**config.mk**
```make
export PLATFORM = sky130hd
export DESIGN_NAME = fg_spi_config_regs_flat
export DESIGN_NICKNAME = d
export VERILOG_FILES = /design/src/rtl/fg_cfg_pkg.sv /design/src/rtl/fg_spi_config_regs_if.sv /design/src/rtl/fg_sync_edge.sv /design/src/rtl/fg_spi_config_regs.sv /design/src/flat_wrapper.sv
export SDC_FILE = /design/constraint.sdc
export NUM_CORES = 1
export LEC_CHECK = 0
export BUFFER_PORTS_ARGS = -buffer_cell sky130_fd_sc_hd__buf_2
export CAP_MARGIN = 5
export CELL_PAD_IN_SITES_DETAIL_PLACEMENT = 2
export CELL_PAD_IN_SITES_GLOBAL_PLACEMENT = 2
export CORE_ASPECT_RATIO = 0.75
export CORE_MARGIN = 2
export CORE_UTILIZATION = 43
export DETAILED_ROUTE_END_ITERATION = 16
export PLACE_DENSITY_LB_ADDON = 0.1
export SYNTH_ARGS = -nofsm -noshare
export SYNTH_HDL_FRONTEND = slang
export SYNTH_SLANG_ARGS = --single-unit
```
**constraint.sdc**
```tcl
create_clock -name clk_i -period 2.9 [get_ports clk_i]
set_input_delay 0 -clock clk_i [delete_from_list [all_inputs] [get_ports clk_i]]
set_output_delay 0 -clock clk_i [all_outputs]
set_load 0.05 [all_outputs]
```
**src/rtl/fg_cfg_pkg.sv**
```systemverilog
// Shared constants and types for the function-generator SPI configuration front end.
package fg_cfg_pkg;

  localparam int unsigned ADDR_W     = 7;
  localparam int unsigned DATA_W     = 8;
  localparam int unsigned FRAME_BITS = 16;
  localparam int unsigned CNT_W      = $clog2(FRAME_BITS);

  localparam logic [ADDR_W-1:0] ADDR_CR0  = 7'h00;
  localparam logic [ADDR_W-1:0] ADDR_CR1  = 7'h01;
  localparam logic [ADDR_W-1:0] ADDR_CR2  = 7'h02;
  localparam logic [ADDR_W-1:0] ADDR_CR3  = 7'h03;
  localparam logic [ADDR_W-1:0] ADDR_CR4  = 7'h04;
  localparam logic [ADDR_W-1:0] ADDR_CR5  = 7'h05;
  localparam logic [ADDR_W-1:0] ADDR_CR6  = 7'h06;
  localparam logic [ADDR_W-1:0] ADDR_CR7  = 7'h07;
  localparam logic [ADDR_W-1:0] ADDR_CTRL = 7'h08;
  localparam logic [ADDR_W-1:0] ADDR_ID   = 7'h7F;

  localparam int unsigned CTRL_COMMIT_BIT = 0;
  localparam int unsigned CTRL_OE_BIT     = 1;
  localparam int unsigned CTRL_BUSY_BIT   = 2;

  typedef enum logic {
    ST_IDLE    = 1'b0,
    ST_PENDING = 1'b1
  } commit_state_e;

  // One complete SPI frame as it appears MSB first on the wire.
  typedef struct packed {
    logic              wr;
    logic [ADDR_W-1:0] addr;
    logic [DATA_W-1:0] data;
  } spi_frame_t;

endpackage

```
**src/rtl/fg_spi_config_regs_if.sv**
```systemverilog
// SPI slave pin bundle between the host-side master and the config front end.
interface fg_spi_config_regs_if;

  logic spi_sclk;
  logic spi_csn;
  logic spi_mosi;
  logic spi_miso;

  modport master (output spi_sclk, output spi_csn, output spi_mosi, input spi_miso);
  modport slave  (input spi_sclk, input spi_csn, input spi_mosi, output spi_miso);

endinterface

```
**src/rtl/fg_sync_edge.sv**
```systemverilog
// Two-flop synchroniser for one async input plus single-clk rise/fall pulses.
module fg_sync_edge #(
  parameter logic RST_VAL = 1'b0
) (
  input  logic clk_i,
  input  logic rstn_i,
  input  logic d_i,
  output logic q_o,
  output logic rise_c,
  output logic fall_c
);

  logic [2:0] sync_q;

  // Stages 0/1 synchronise, stage 2 holds the previous synchronised value.
  always_ff @(posedge clk_i or negedge rstn_i) begin
    if (!rstn_i) sync_q <= {3{RST_VAL}};
    else         sync_q <= {sync_q[1:0], d_i};
  end

  assign q_o    = sync_q[1];
  assign rise_c = sync_q[1] & ~sync_q[2];
  assign fall_c = ~sync_q[1] & sync_q[2];

endmodule

```
**src/rtl/fg_spi_config_regs.sv**
```systemverilog
// SPI-slave config front end: shadow registers, CTRL, read-back and atomic commit to the core.
module fg_spi_config_regs
  import fg_cfg_pkg::*;
#(
  parameter int unsigned                    CONFIG_REG_BITWIDTH = 64,
  parameter logic [CONFIG_REG_BITWIDTH-1:0] CR_RESET            = '0,
  parameter bit                             COMMIT_ON_STROBE    = 1'b1,
  parameter logic [DATA_W-1:0]              DEVICE_ID           = 8'hF6
) (
  input  logic                           clk_i,
  input  logic                           rstn_i,
  fg_spi_config_regs_if.slave            spi,
  input  logic                           sampleStrobe_i,
  output logic [CONFIG_REG_BITWIDTH-1:0] CR_bus_o,
  output logic                           outputEnable_o,
  output logic                           configBusy_o
);

  logic sclk_rise, sclk_fall, csn_q, mosi_q;
  logic unused_sclk_q, unused_csn_rise, unused_csn_fall, unused_mosi_rise, unused_mosi_fall;

  logic [CNT_W-1:0]                bit_cnt_q;
  logic [FRAME_BITS-2:0]           shift_q;
  spi_frame_t                      frame_c;
  logic                            frame_done_c, addr_done_c, wr_frame_c;
  logic [ADDR_W-1:0]               rd_addr_c;
  logic                            rd_cmd_c;
  logic [DATA_W-1:0]               rd_data_c, tx_q;
  logic                            miso_q;
  logic [CONFIG_REG_BITWIDTH-1:0]  shadow_q, shadow_nxt, cr_q;
  logic                            oe_q, ctrl_wr_c, commit_req_c, cr_load_c;
  commit_state_e                   state_q, state_nxt;

  fg_sync_edge #(.RST_VAL(1'b0)) u_sync_sclk (
    .clk_i(clk_i), .rstn_i(rstn_i), .d_i(spi.spi_sclk),
    .q_o(unused_sclk_q), .rise_c(sclk_rise), .fall_c(sclk_fall));

  fg_sync_edge #(.RST_VAL(1'b1)) u_sync_csn (
    .clk_i(clk_i), .rstn_i(rstn_i), .d_i(spi.spi_csn),
    .q_o(csn_q), .rise_c(unused_csn_rise), .fall_c(unused_csn_fall));

  fg_sync_edge #(.RST_VAL(1'b0)) u_sync_mosi (
    .clk_i(clk_i), .rstn_i(rstn_i), .d_i(spi.spi_mosi),
    .q_o(mosi_q), .rise_c(unused_mosi_rise), .fall_c(unused_mosi_fall));

  // Current bit joined to the bits already shifted in; complete only on the 16th rise.
  assign frame_c      = {shift_q, mosi_q};
  assign frame_done_c = sclk_rise & ~csn_q & (bit_cnt_q == CNT_W'(FRAME_BITS - 1));
  assign addr_done_c  = sclk_rise & ~csn_q & (bit_cnt_q == CNT_W'(FRAME_BITS / 2 - 1));
  assign rd_cmd_c     = ~shift_q[ADDR_W-1];
  assign rd_addr_c    = {shift_q[ADDR_W-2:0], mosi_q};
  assign wr_frame_c   = frame_done_c & frame_c.wr;
  assign ctrl_wr_c    = wr_frame_c & (frame_c.addr == ADDR_CTRL);
  assign commit_req_c = ctrl_wr_c & frame_c.data[CTRL_COMMIT_BIT];

  // Frame shifter and bit counter; wraps after 16 so frames may run back to back.
  always_ff @(posedge clk_i or negedge rstn_i) begin
    if (!rstn_i) begin
      bit_cnt_q <= '0;
      shift_q   <= '0;
    end else if (csn_q) begin
      bit_cnt_q <= '0;
    end else if (sclk_rise) begin
      shift_q   <= frame_c[FRAME_BITS-2:0];
      bit_cnt_q <= bit_cnt_q + CNT_W'(1);
    end
  end

  // Read mux; cfg bytes return shadow content.
  always_comb begin
    rd_data_c = '0;
    if (rd_addr_c <= ADDR_CR7) begin
      rd_data_c = shadow_q[{rd_addr_c[2:0], 3'b000} +: DATA_W];
    end else if (rd_addr_c == ADDR_CTRL) begin
      rd_data_c[CTRL_OE_BIT]   = oe_q;
      rd_data_c[CTRL_BUSY_BIT] = configBusy_o;
    end else if (rd_addr_c == ADDR_ID) begin
      rd_data_c = DEVICE_ID;
    end
  end

  // MISO: read byte latched after the address, shifted out on falls of the data phase.
  always_ff @(posedge clk_i or negedge rstn_i) begin
    if (!rstn_i) begin
      tx_q   <= '0;
      miso_q <= 1'b0;
    end else if (csn_q) begin
      tx_q   <= '0;
      miso_q <= 1'b0;
    end else if (addr_done_c) begin
      tx_q <= rd_cmd_c ? rd_data_c : '0;
    end else if (sclk_fall) begin
      if (bit_cnt_q[CNT_W-1]) begin
        miso_q <= tx_q[DATA_W-1];
        tx_q   <= {tx_q[DATA_W-2:0], 1'b0};
      end else begin
        miso_q <= 1'b0;
      end
    end
  end

  // Shadow view including a write landing this clk, so a same-clk commit sees it.
  always_comb begin
    shadow_nxt = shadow_q;
    if (wr_frame_c && (frame_c.addr <= ADDR_CR7)) begin
      shadow_nxt[{frame_c.addr[2:0], 3'b000} +: DATA_W] = frame_c.data;
    end
  end

  // Register file and active bus; the active bus only ever loads as a whole word.
  always_ff @(posedge clk_i or negedge rstn_i) begin
    if (!rstn_i) begin
      shadow_q <= CR_RESET;
      cr_q     <= CR_RESET;
      oe_q     <= 1'b0;
    end else begin
      shadow_q <= shadow_nxt;
      if (ctrl_wr_c) oe_q <= frame_c.data[CTRL_OE_BIT];
      if (cr_load_c) cr_q <= shadow_nxt;
    end
  end

  // Commit FSM state register.
  always_ff @(posedge clk_i or negedge rstn_i) begin
    if (!rstn_i) state_q <= ST_IDLE;
    else         state_q <= state_nxt;
  end

  // Commit FSM: wait for the sample strobe unless strobe alignment is off or the core is disabled.
  always_comb begin
    state_nxt = state_q;
    cr_load_c = 1'b0;
    unique case (state_q)
      ST_IDLE: begin
        if (commit_req_c) begin
          if (COMMIT_ON_STROBE && sampleStrobe_i) cr_load_c = 1'b1;
          else                                   state_nxt = ST_PENDING;
        end
      end
      ST_PENDING: begin
        if (!COMMIT_ON_STROBE || sampleStrobe_i || !oe_q) begin
          cr_load_c = 1'b1;
          state_nxt = ST_IDLE;
        end
      end
      default: state_nxt = ST_IDLE;
    endcase
  end

  assign spi.spi_miso   = miso_q;
  assign CR_bus_o       = cr_q;
  assign outputEnable_o = oe_q;
  assign configBusy_o   = (state_q == ST_PENDING);

endmodule

```
**src/flat_wrapper.sv**
```systemverilog
// flat-port wrapper written by rule: the top's interface ports become plain ports
module fg_spi_config_regs_flat import fg_cfg_pkg::*;
#(
  parameter int unsigned                    CONFIG_REG_BITWIDTH = 64,
  parameter logic [CONFIG_REG_BITWIDTH-1:0] CR_RESET            = '0,
  parameter bit                             COMMIT_ON_STROBE    = 1'b1,
  parameter logic [DATA_W-1:0]              DEVICE_ID           = 8'hF6
)
  (clk_i, rstn_i, sampleStrobe_i, CR_bus_o, outputEnable_o, configBusy_o, spi_spi_sclk, spi_spi_csn, spi_spi_mosi, spi_spi_miso);
  fg_spi_config_regs_if spi_i ();
  input  logic clk_i;
  input  logic rstn_i;
  input  logic sampleStrobe_i;
  output logic [CONFIG_REG_BITWIDTH-1:0] CR_bus_o;
  output logic outputEnable_o;
  output logic configBusy_o;
  input wire logic [$bits(spi_i.spi_sclk)-1:0] spi_spi_sclk;
  input wire logic [$bits(spi_i.spi_csn)-1:0] spi_spi_csn;
  input wire logic [$bits(spi_i.spi_mosi)-1:0] spi_spi_mosi;
  output wire logic [$bits(spi_i.spi_miso)-1:0] spi_spi_miso;
  assign spi_i.spi_sclk = spi_spi_sclk;
  assign spi_i.spi_csn = spi_spi_csn;
  assign spi_i.spi_mosi = spi_spi_mosi;
  assign spi_spi_miso = spi_i.spi_miso;
  fg_spi_config_regs #(.CONFIG_REG_BITWIDTH(CONFIG_REG_BITWIDTH), .CR_RESET(CR_RESET), .COMMIT_ON_STROBE(COMMIT_ON_STROBE), .DEVICE_ID(DEVICE_ID)) u_core (.clk_i(clk_i), .rstn_i(rstn_i), .spi(spi_i), .sampleStrobe_i(sampleStrobe_i), .CR_bus_o(CR_bus_o), .outputEnable_o(outputEnable_o), .configBusy_o(configBusy_o));
endmodule
```
==> summary.txt <==
Port bufs: 72
Post-synth ARST share: 100%
Worst-path clk slew: 0.07 ns
Warnings, synthesis: 0
Number of global-route vias before repair: 5,030
Cell with the most instances after synthesis: dfrtp_1
Reg-to-reg slack, setup: 0.12 ns
Setup TNS Final: 0 ns
Worst setup EP type: register
Core Region: 17,000 sq um
Net count after synthesis: 501
Detailed Place HPWL: 12,800 um
Largest family of logic cells by synthesized area: multiplexers
Starting Density: 44.3%
Synth Register Bits: 165
Final Hold Viols: 0
Placer Congestion: 0.786
Tot Pwr: 0.00542 W
Grt ovf: 0
Area grow syn2layout: 15.7%
Cts bufs inserted: 17
Setup ws final: 0.120 ns
Achievable frequency: 360 MHz
Pin count of the biggest net entering global routing: 84
Design area: 8690 sq um
Clock skew: 0.0133 ns
P_leak: 4.36 nW
WP data arrival: 3.10 ns
Leading cell types by count after synthesis: dfrtp_1 (163), mux2_2 (78), mux2_4 (60)
Number of cell rows: 41
Worst Max-Slew Pin Slew: 0.783 ns
Area of the die: 18,600 sq um
Distinct cell type count after synthesis: 54
VDD IR max: 333 uV
DR iter-0 viols: 210
Status: finished, final reports clean
Placed Area: 8050 sq um
Dpl ws: 0.125 ns
RSZ-0062 raised after global routing: no
Setup bufs post-CTS: 0
Clk root buf: clkbuf_16
Synth Area in Compound Gates: 3.50%
Fin crit share: 95.9%
Post-synth EDFFs: 0
Seq/Total Area, Yosys: 55.0%
Synth top area share: 54.3%
Mapped Cells: 490
Drt drc: 0
CP Launch Type: register
Share of cells above drive strength 1: 48.8%
Top cells by area, synth: dfrtp_1 (54%), mux2_4 (12%), mux2_2 (12%)
Hold Path Class: in -> async
# Max-Cap Violations: 0
Clock Tree Buf Depth: 2
Die outline width: 157 um
Synth Area in Adders: 0.832%
CP Data Required Time: 3.22 ns
ANT cells: 0
H-tree depth: 4
Relative slew slack: 47.8%
Drt total wl: 18,900 um
Drt pass-1 iters: 4
Max-slew violation count: 0
Vias per inst: 5.24
Chip Height: 118 um
CTS tree: done
I/O pin total: 73
WL per Instance: 22.9 um
Final setup fails: 0
Initial antenna violation count: 0
Insertion delay to the later sink of the worst-skew pair: 0.43 ns
Area leader, netlist: dfrtp_1
First-pass GRT wire length: 30,200 um
Main synth FF type: dfrtp_1
Post-Syn Area: 7520 sq um
Crit Path Max Fanout: 8
Clock sinks: 165
PD cells: 623 nW/um^2
Final net count: 588
Syn Area/Cell: 15.3 sq um
ANT nets after route: 0
XOR/XNOR Fraction of Synth Area: 0.350%
Post-synthesis simple-gate area fraction: 6.41%
WS Path Type: reg -> reg
Fin crit period: 2.78 ns
Mux contribution to synthesized area: 29.1%
Tot GR Track Use: 22.0%
Vias post-DR: 4,331
timing repair:
item	CTS	global route
hold buffers	5	0
endpoints found under the hold margin	83	0
gates resized for setup	0	1
setup endpoints to repair	0	7
cells by family after synthesis:
family                   after synthesis
AND/OR/NAND/NOR                       69
flip-flops                           165
adder cells (fa/ha/maj)                5
buffers and inverters                 40
multiplexers                         169
AO/OA/AOI/OAI                         39
XOR/XNOR                               3
stage by stage:
stage,std cells,hold WS (ns),utilization (%)
after floorplan,490,-0.296,-
after global routing,826,0.221,51.2
after CTS,826,0.207,51.2
after global placement,789,0.105,47.4
after detailed placement,789,0.109,47.4
final,826,0.160,51.2
worst paths after layout:
path,cells past startpoint,startpoint,to
min in group clk_i,2,spi_spi_mosi,u_core.u_sync_mosi.sync_q[0]
worst max register to register,6,u_core.bit_cnt_q[0],u_core.CR_bus_o[59]
worst min-delay path,2,rstn_i,u_core.CR_bus_o[8]
worst min register to register,0,u_core.u_sync_mosi.sync_q[0],u_core.u_sync_mosi.sync_q[1]
max in group asynchronous,3,rstn_i,u_core.shadow_q[48]
worst max-delay path,6,u_core.bit_cnt_q[0],u_core.CR_bus_o[59]
cells in the final DEF, fill, tap and decap left out, drive strengths merged, types with 5 or more instances in the layout:
master,count
dfrtp,163
a22oi,8
nand4,6
nand2,14
o22ai,5
buf,93
ha,5
a21oi,9
mux2,138
inv,17
o21ai,6
clkbuf,18
dlygate4sd3,5
nor2,15
mux4,8
nor2b,6
mux2i,23
sequential cells by signal, indices dropped and copies added, names as in the netlist:
signal	flops
u_core.shift_q	15
u_core.u_sync_mosi.sync_q	2
u_core.u_sync_sclk.sync_q	3
u_core.shadow_q	64
u_core.outputEnable_o	1
u_core.spi.spi_miso	1
u_core.tx_q	8
u_core.CR_bus_o	64
u_core.u_sync_csn.sync_q	2
u_core.configBusy_o	1
u_core.bit_cnt_q	4
worst max-delay path: stages, from the launching register on:
cell and delay (ns):
dfrtp_1 0.40, ha_1 0.25, nand4b_4 0.16, nor4_4 0.52, and4b_1 0.64, mux2_2 0.42, mux2_4 0.27
metal layers:
metal | up-vias | GRT usage [%] | wire, um
li1 | 1933 | - | -
met1 | 2330 | 31.3 | 9010
met2 | 56 | 34.8 | 9360
met3 | 12 | 3.89 | 394
met4 | 0 | 5.68 | 151
met5 | - | 0 | 0
power by group:
group	switching (W)	internal, W
registers	0.000204	0.00236
clock network	0.000992	0.00129
logic	0.000342	0.000224
total	0.00154	0.00388
final cells by class:
| class | instances | area (sq um) |
|---|---|---|
| Multi-Input combinational cell | 285 | 3020 |
| Sequential cell | 165 | 4130 |
| Clock inverter | 14 | 164 |
| Clock buffer | 18 | 429 |
| Tap cell | 236 | 295 |
| Inverter | 10 | 37.5 |
| Fill cell | 1582 | 8290 |
| Timing Repair Buffer | 98 | 612 |
(Power assumes the default switching activity.)
